===== src/rtl/cla_pipelined_addsub.sv =====
// Pipelined carry-lookahead adder/subtractor with a valid/ready stream interface and full backpressure.
// Define CLA_OVF_EN to add the out_ovf signed-overflow output, which travels alongside the result.
module cla_pipelined_addsub #(
  parameter int WIDTH  = 32,
  parameter int GROUP  = 4,
  parameter int STAGES = 2
) (
  input  logic             clk,
  input  logic             rst,
  input  logic             in_valid,
  output logic             in_ready,
  input  logic [WIDTH-1:0] in_a,
  input  logic [WIDTH-1:0] in_b,
  input  logic             in_cin,
  input  logic             in_sub,
  output logic             out_valid,
  input  logic             out_ready,
  output logic [WIDTH-1:0] out_sum,
  output logic             out_cout
`ifdef CLA_OVF_EN
  ,
  output logic             out_ovf
`endif
);

  localparam int NG  = WIDTH / GROUP;
  localparam int GPS = (NG + STAGES - 1) / STAGES;

  logic             stall;
  logic [WIDTH-1:0] b_eff;
  logic             c0;

  assign b_eff    = in_sub ? ~in_b : in_b;
  assign c0       = in_sub ? 1'b1 : in_cin;
  assign stall    = out_valid & ~out_ready;
  assign in_ready = ~stall;

  // Each stage owns the bit range [LO,HI); resolved sum bits accumulate low, unresolved p/g travel high.
  for (genvar s = 0; s < STAGES; s++) begin : g_stage
    localparam int LO = GROUP * (((s * GPS) < NG) ? (s * GPS) : NG);
    localparam int HI = GROUP * ((((s + 1) * GPS) < NG) ? ((s + 1) * GPS) : NG);

    logic          valid_i, c_i, c_d;
    logic          valid_q, c_q;
    logic [HI-1:0] sum_d, sum_q;
`ifdef CLA_OVF_EN
    logic          cm_d, cm_q;
`endif

    if (s == 0) begin : g_in
      assign valid_i = in_valid;
      assign c_i     = c0;
    end else begin : g_in
      assign valid_i = g_stage[s-1].valid_q;
      assign c_i     = g_stage[s-1].c_q;
    end

    if (LO < HI) begin : g_work
      logic [WIDTH-1:LO] p_i, g_i;
      logic [HI-1:LO]    sum_w;
      logic              c_w;

      if (s == 0) begin : g_src
        assign p_i = in_a ^ b_eff;
        assign g_i = in_a & b_eff;
      end else begin : g_src
        assign p_i = g_stage[s-1].g_work.g_pg.p_q;
        assign g_i = g_stage[s-1].g_work.g_pg.g_q;
      end

      always_comb begin
        logic c, cb, gp, gg;
        int   idx;
        sum_w = '0;
        c     = c_i;
        for (int k = LO / GROUP; k < HI / GROUP; k++) begin
          gp = 1'b1;
          gg = 1'b0;
          cb = c;
          for (int j = 0; j < GROUP; j++) begin
            idx        = k * GROUP + j;
            sum_w[idx] = p_i[idx] ^ cb;
            cb         = g_i[idx] | (p_i[idx] & cb);
            gg         = g_i[idx] | (p_i[idx] & gg);
            gp         = gp & p_i[idx];
          end
          c = gg | (gp & c);
        end
        c_w = c;
      end

      if (HI < WIDTH) begin : g_pg
        logic [WIDTH-1:HI] p_q, g_q;
        always_ff @(posedge clk) begin
          if (!stall) begin
            p_q <= p_i[WIDTH-1:HI];
            g_q <= g_i[WIDTH-1:HI];
          end
        end
      end

      if (s == 0) begin : g_sum
        assign sum_d = sum_w;
      end else begin : g_sum
        assign sum_d = {sum_w, g_stage[s-1].sum_q};
      end
      assign c_d = c_w;

`ifdef CLA_OVF_EN
      // Carry into the MSB is recovered from its sum and propagate bits.
      if (HI == WIDTH) begin : g_top
        assign cm_d = p_i[WIDTH-1] ^ sum_w[WIDTH-1];
      end else if (s == 0) begin : g_top
        assign cm_d = 1'b0;
      end else begin : g_top
        assign cm_d = g_stage[s-1].cm_q;
      end
`endif
    end else begin : g_pass
      assign sum_d = g_stage[s-1].sum_q;
      assign c_d   = c_i;
`ifdef CLA_OVF_EN
      assign cm_d  = g_stage[s-1].cm_q;
`endif
    end

    always_ff @(posedge clk) begin
      if (rst) begin
        valid_q <= 1'b0;
        sum_q   <= '0;
        c_q     <= 1'b0;
`ifdef CLA_OVF_EN
        cm_q    <= 1'b0;
`endif
      end else if (!stall) begin
        valid_q <= valid_i;
        sum_q   <= sum_d;
        c_q     <= c_d;
`ifdef CLA_OVF_EN
        cm_q    <= cm_d;
`endif
      end
    end
  end

  assign out_valid = g_stage[STAGES-1].valid_q;
  assign out_sum   = g_stage[STAGES-1].sum_q;
  assign out_cout  = g_stage[STAGES-1].c_q;
`ifdef CLA_OVF_EN
  assign out_ovf   = g_stage[STAGES-1].c_q ^ g_stage[STAGES-1].cm_q;
`endif

endmodule


===== config.mk =====
export PLATFORM = sky130hd
export DESIGN_NAME = cla_pipelined_addsub
export DESIGN_NICKNAME = d
export VERILOG_FILES = /design/src/rtl/cla_pipelined_addsub.sv
export SDC_FILE = /design/constraint.sdc
export NUM_CORES = 1
export LEC_CHECK = 0
export CAP_MARGIN = 10
export CORE_ASPECT_RATIO = 0.6
export CORE_MARGIN = 1
export CORE_UTILIZATION = 45
export CTS_CLUSTER_DIAMETER = 50
export DETAILED_ROUTE_END_ITERATION = 7
export GPL_ROUTABILITY_DRIVEN = 0
export GPL_TIMING_DRIVEN = 0
export PLACE_DENSITY_LB_ADDON = 0.05
export SYNTH_ARGS = -nofsm -noshare
export SYNTH_HDL_FRONTEND = slang
export SYNTH_SLANG_ARGS = --single-unit

===== constraint.sdc =====
create_clock -name clk -period 4.74 [get_ports clk]
set_clock_uncertainty 0.15 [all_clocks]
set_input_delay 0.474 -clock clk [delete_from_list [all_inputs] [get_ports clk]]
set_output_delay 0.474 -clock clk [all_outputs]
set_load 0.1 [all_outputs]

==> flow_results.xml <==
<?xml version="1.0" encoding="UTF-8"?>
<metrics>
  <group name="run_status">
    <metric name="status" unit="">completed</metric>
  </group>
  <group name="setup_path">
    <metric name="worst_reg2reg_startpoint" unit="">g_stage[0].g_work.g_pg.p_q[19]</metric>
    <metric name="r2r.worst_path.cells" unit="">14</metric>
    <metric name="worst-setup-path-type" unit="">in -&gt; out</metric>
    <metric name="cp-endpoint" unit="">in_ready</metric>
    <metric name="crit_path_max_fanout" unit="">42</metric>
    <metric name="crit_path_end_kind" unit="">primary output</metric>
    <metric name="timing.critical_path.from" unit="">out_ready</metric>
    <metric name="r2r-end" unit="">out_sum[31]</metric>
    <metric name="cp.required" unit="ns">4.12</metric>
    <metric name="critPathLaunchType" unit="">input pin</metric>
    <metric name="cp_data_arrival_time" unit="ns">3.46</metric>
    <metric name="regToRegSetupSlack" unit="ns">1.30</metric>
  </group>
  <group name="layout">
    <metric name="drive_gt1_share" unit="%">6.86</metric>
    <metric name="finish.cell_count_without_fillers" unit="">684</metric>
    <metric name="postLayoutCellArea" unit="um^2">5810</metric>
    <metric name="most_common_cell_after_layout_fill_and_taps_aside" unit="">clkdlybuf4s50_1</metric>
    <metric name="final_core_utilization" unit="%">62.8</metric>
    <metric name="nFillCells" unit="">773</metric>
    <metric name="finalNetCount" unit="">676</metric>
    <metric name="n_antenna_cell" unit="">0</metric>
    <metric name="flow.area_growth_from_synthesis" unit="%">33.8</metric>
    <metric name="layout.cells.most_common_list" unit="">102 x clkdlybuf4s50_1, 78 x nand2_1, 52 x dfxtp_1</metric>
  </group>
  <group name="floorplan">
    <metric name="top_level_ports" unit="">105</metric>
    <metric name="fp-row-count" unit="">27</metric>
    <metric name="chipHeight" unit="um">78.1</metric>
    <metric name="core-area" unit="um^2">9260</metric>
    <metric name="die_w" unit="um">129</metric>
    <metric name="initial_core_util" unit="%">46.9</metric>
    <metric name="die-area" unit="um^2">10100</metric>
  </group>
  <group name="synth">
    <metric name="most_common_flop_cell_mapped_by_yosys" unit="">dfxtp_1</metric>
    <metric name="post_synth_and_or_nand_nor_area_fraction" unit="%">12.7</metric>
    <metric name="synth_nets" unit="">563</metric>
    <metric name="combinational_family_with_the_most_area_after_synthesis" unit="">adder cells</metric>
    <metric name="synth_xor_area_share" unit="%">7.26</metric>
    <metric name="synthesis.instances" unit="">437</metric>
    <metric name="syn-cell-area" unit="um^2">4350</metric>
    <metric name="yosys.cell_types.count" unit="">31</metric>
    <metric name="avg_cell_area_syn" unit="um^2">9.94</metric>
    <metric name="yosys-mux-area-fraction" unit="%">0</metric>
    <metric name="seq_area_frac_synth" unit="%">46.1</metric>
    <metric name="synth.ff_latch_count" unit="">84</metric>
    <metric name="synth-async-reset-ratio" unit="%">0</metric>
    <metric name="yosysWarnings" unit="">0</metric>
    <metric name="synth_edf_count" unit="">32</metric>
    <metric name="compound_cell_area_share_of_the_yosys_netlist" unit="%">11.2</metric>
    <metric name="synth_adder_area_share" unit="%">18.2</metric>
  </group>
  <group name="placement">
    <metric name="numPlacedInstances" unit="">669</metric>
    <metric name="total_half_perimeter_wirelength_after_legalization_and_detailed_placement" unit="um">8230</metric>
    <metric name="dpl_cell_area" unit="um^2">5530</metric>
    <metric name="io_buffer_count" unit="">102</metric>
  </group>
  <group name="sta">
    <metric name="max-slew-margin-rel" unit="%">33.6</metric>
    <metric name="worst_slew_pin_slew" unit="ns">0.993</metric>
    <metric name="finalHoldViolCount" unit="">0</metric>
    <metric name="achievable-frequency" unit="MHz">245</metric>
    <metric name="rsz_0062_raised_after_global_routing" unit="">no</metric>
    <metric name="fin_worst_hold_slack" unit="ns">0.302</metric>
    <metric name="drv_slew" unit="">0</metric>
    <metric name="finalSetupViolCount" unit="">0</metric>
    <metric name="finalSetupTns" unit="ns">0</metric>
    <metric name="min_period" unit="ns">4.08</metric>
    <metric name="min_period_over_period" unit="%">86.1</metric>
  </group>
  <group name="power">
    <metric name="power_leakage" unit="nW">2.47</metric>
    <metric name="power_switching_share" unit="%">37.0</metric>
    <metric name="vdd.ir_drop.worst" unit="mV">0.236</metric>
    <metric name="internal_power" unit="W">0.00153</metric>
    <metric name="p_comb_share" unit="%">33.8</metric>
    <metric name="clockPowerShare" unit="%">27.7</metric>
    <metric name="seq_power_share" unit="%">38.5</metric>
    <metric name="power.net_switching" unit="W">0.000899</metric>
    <metric name="pwr_density_cell" unit="nW/um^2">417</metric>
  </group>
  <group name="global_routing">
    <metric name="grt_pass1_wl" unit="um">16800</metric>
    <metric name="global_route.overflow_total" unit="">0</metric>
    <metric name="grt_start_max_net_pins" unit="">43</metric>
    <metric name="first_global_vias" unit="">3333</metric>
    <metric name="gr-usage-all-layers" unit="%">22.6</metric>
    <metric name="grt_antenna_before_repair" unit="">0</metric>
  </group>
  <group name="detailed_routing">
    <metric name="residual_drc" unit="">0</metric>
    <metric name="vias_per_cell" unit="">4.93</metric>
    <metric name="finalWirelength" unit="um">10400</metric>
    <metric name="drt-initial-drc-count" unit="">253</metric>
    <metric name="firstDrtPassIters" unit="">5</metric>
    <metric name="ant_nets" unit="">0</metric>
    <metric name="route.detailed.wl_per_inst" unit="um">15.3</metric>
    <metric name="dr_vias" unit="">3372</metric>
  </group>
  <group name="clock_tree">
    <metric name="numClockSinks" unit="">84</metric>
    <metric name="clk-insertion-delay-late" unit="ns">0.34</metric>
    <metric name="post_cts.repair.setup_buffers" unit="">0</metric>
    <metric name="cts_root_buf" unit="">clkbuf_16</metric>
    <metric name="cts_hold_buf" unit="">0</metric>
    <metric name="cts_max_path_buffers" unit="">2</metric>
    <metric name="clk_pin_slew" unit="ns">0.06</metric>
    <metric name="post_cts_repair_resize_count" unit="">0</metric>
    <metric name="tritoncts.num_buffers" unit="">9</metric>
    <metric name="cts.htree.levels" unit="">3</metric>
    <metric name="tritoncts" unit="">built</metric>
  </group>
  <group name="flow_run">
    <metric name="drv_cap" unit="">0</metric>
  </group>
  <group name="hold_path">
    <metric name="hold_path.class" unit="">reg -&gt; reg</metric>
  </group>
</metrics>
[how the worst min path moves through the flow]
stage / start / end / slack [ns] / cells past startpoint
after CTS: g_stage[0].valid_q / g_stage[0].valid_q / 0.30 / 2
after global placement: g_stage[0].valid_q / g_stage[0].valid_q / 0.29 / 2
after floorplan: g_stage[0].sum_q[2] / g_stage[0].sum_q[2] / 0.28 / 2
after global routing: g_stage[0].valid_q / g_stage[0].valid_q / 0.32 / 2
after detailed placement: g_stage[0].valid_q / g_stage[0].valid_q / 0.29 / 2
final: out_sum[18] / out_sum[18] / 0.30 / 2
[cells in the mapped netlist, drive strengths merged (2+ instances only)]
cell / count / area share [%]
nand2: 78 / 6.7
dfxtp: 52 / 24
a21oi: 51 / 5.9
ha: 44 / 13
edfxtp: 32 / 22
xor2: 32 / 6.4
inv: 26 / 2.2
nor2: 25 / 2.2
a211oi: 13 / 2.2
buf: 13 / 1.6
fa: 12 / 5.5
o21ai: 9 / 1.0
or2: 9 / 1.3
clkbuf: 8 / 0.69
nand3: 6 / 0.69
or3: 5 / 0.72
xnor2: 4 / 0.81
nand4: 3 / 0.43
nor3: 3 / 0.35
nor2b: 2 / 0.29
o211ai: 2 / 0.46
[registers in the layout (all words and copies together), names as in the netlist]
signal                   count
g_stage.g_work.g_pg.p_q     16
out_sum                     32
out_cout                     1
g_stage.sum_q               16
out_valid                    1
g_stage.g_work.g_pg.g_q     16
g_stage.valid_q              1
g_stage.c_q                  1
[power groups by stage]
| stage | Clock [W] | Sequential (W) | Combinational, W |
|---|---|---|---|
| floorplan | 0 | 0.00124 | 0.000267 |
| global placement | 0 | 0.000945 | 0.000799 |
| detailed placement | 0 | 0.000948 | 0.000821 |
| CTS | 0.000690 | 0.000934 | 0.000824 |
| global route | 0.000724 | 0.000947 | 0.000882 |
| finish | 0.000671 | 0.000935 | 0.000821 |
[area by class of cell]
type	count	area, um^2	area share (%)
clock buffers	11	254	4.37
flip-flops and latches	84	2000	34.4
well taps	130	163	2.80
inverters	26	97.6	1.68
plain buffers	21	101	1.74
repair buffers	102	1020	17.6
clock inverters	4	30.0	0.517
multi-input cells	306	2140	36.9
[routing by layer]
| metal | track usage (%) | share of wire (%) | vias to the layer above | routed length (um) |
|---|---|---|---|---|
| met2 | 33.5 | 41 | 113 | 4300 |
| met4 | 5.65 | 1.1 | 0 | 111 |
| li1 | - | - | 1705 | - |
| met1 | 32.1 | 51 | 1544 | 5300 |
| met3 | 6.75 | 6.9 | 10 | 725 |
| met5 | 0 | 0 | - | 0 |
[worst max-delay path, stage by stage]
cell             delay [ns]
clkdlybuf4s50_1        0.46
nor2b_1                0.11
inv_1                  0.12
buf_2                  0.21
buf_2                  0.78
clkdlybuf4s50_1        1.29
[cell families after synthesis]
group,after synthesis
adder cells (fa/ha/maj),56
XOR/XNOR,36
AND/OR/NAND/NOR,131
flip-flops,84
buffers and inverters,47
AO/OA/AOI/OAI,83
[through the flow]
step,total power (W),worst slack (ns)
floorplan,0.00150,0.974
global placement,0.00174,0.613
detailed placement,0.00177,0.459
CTS,0.00245,0.626
global route,0.00255,0.499
finish,0.00243,0.660
(Power assumes the default switching activity.)
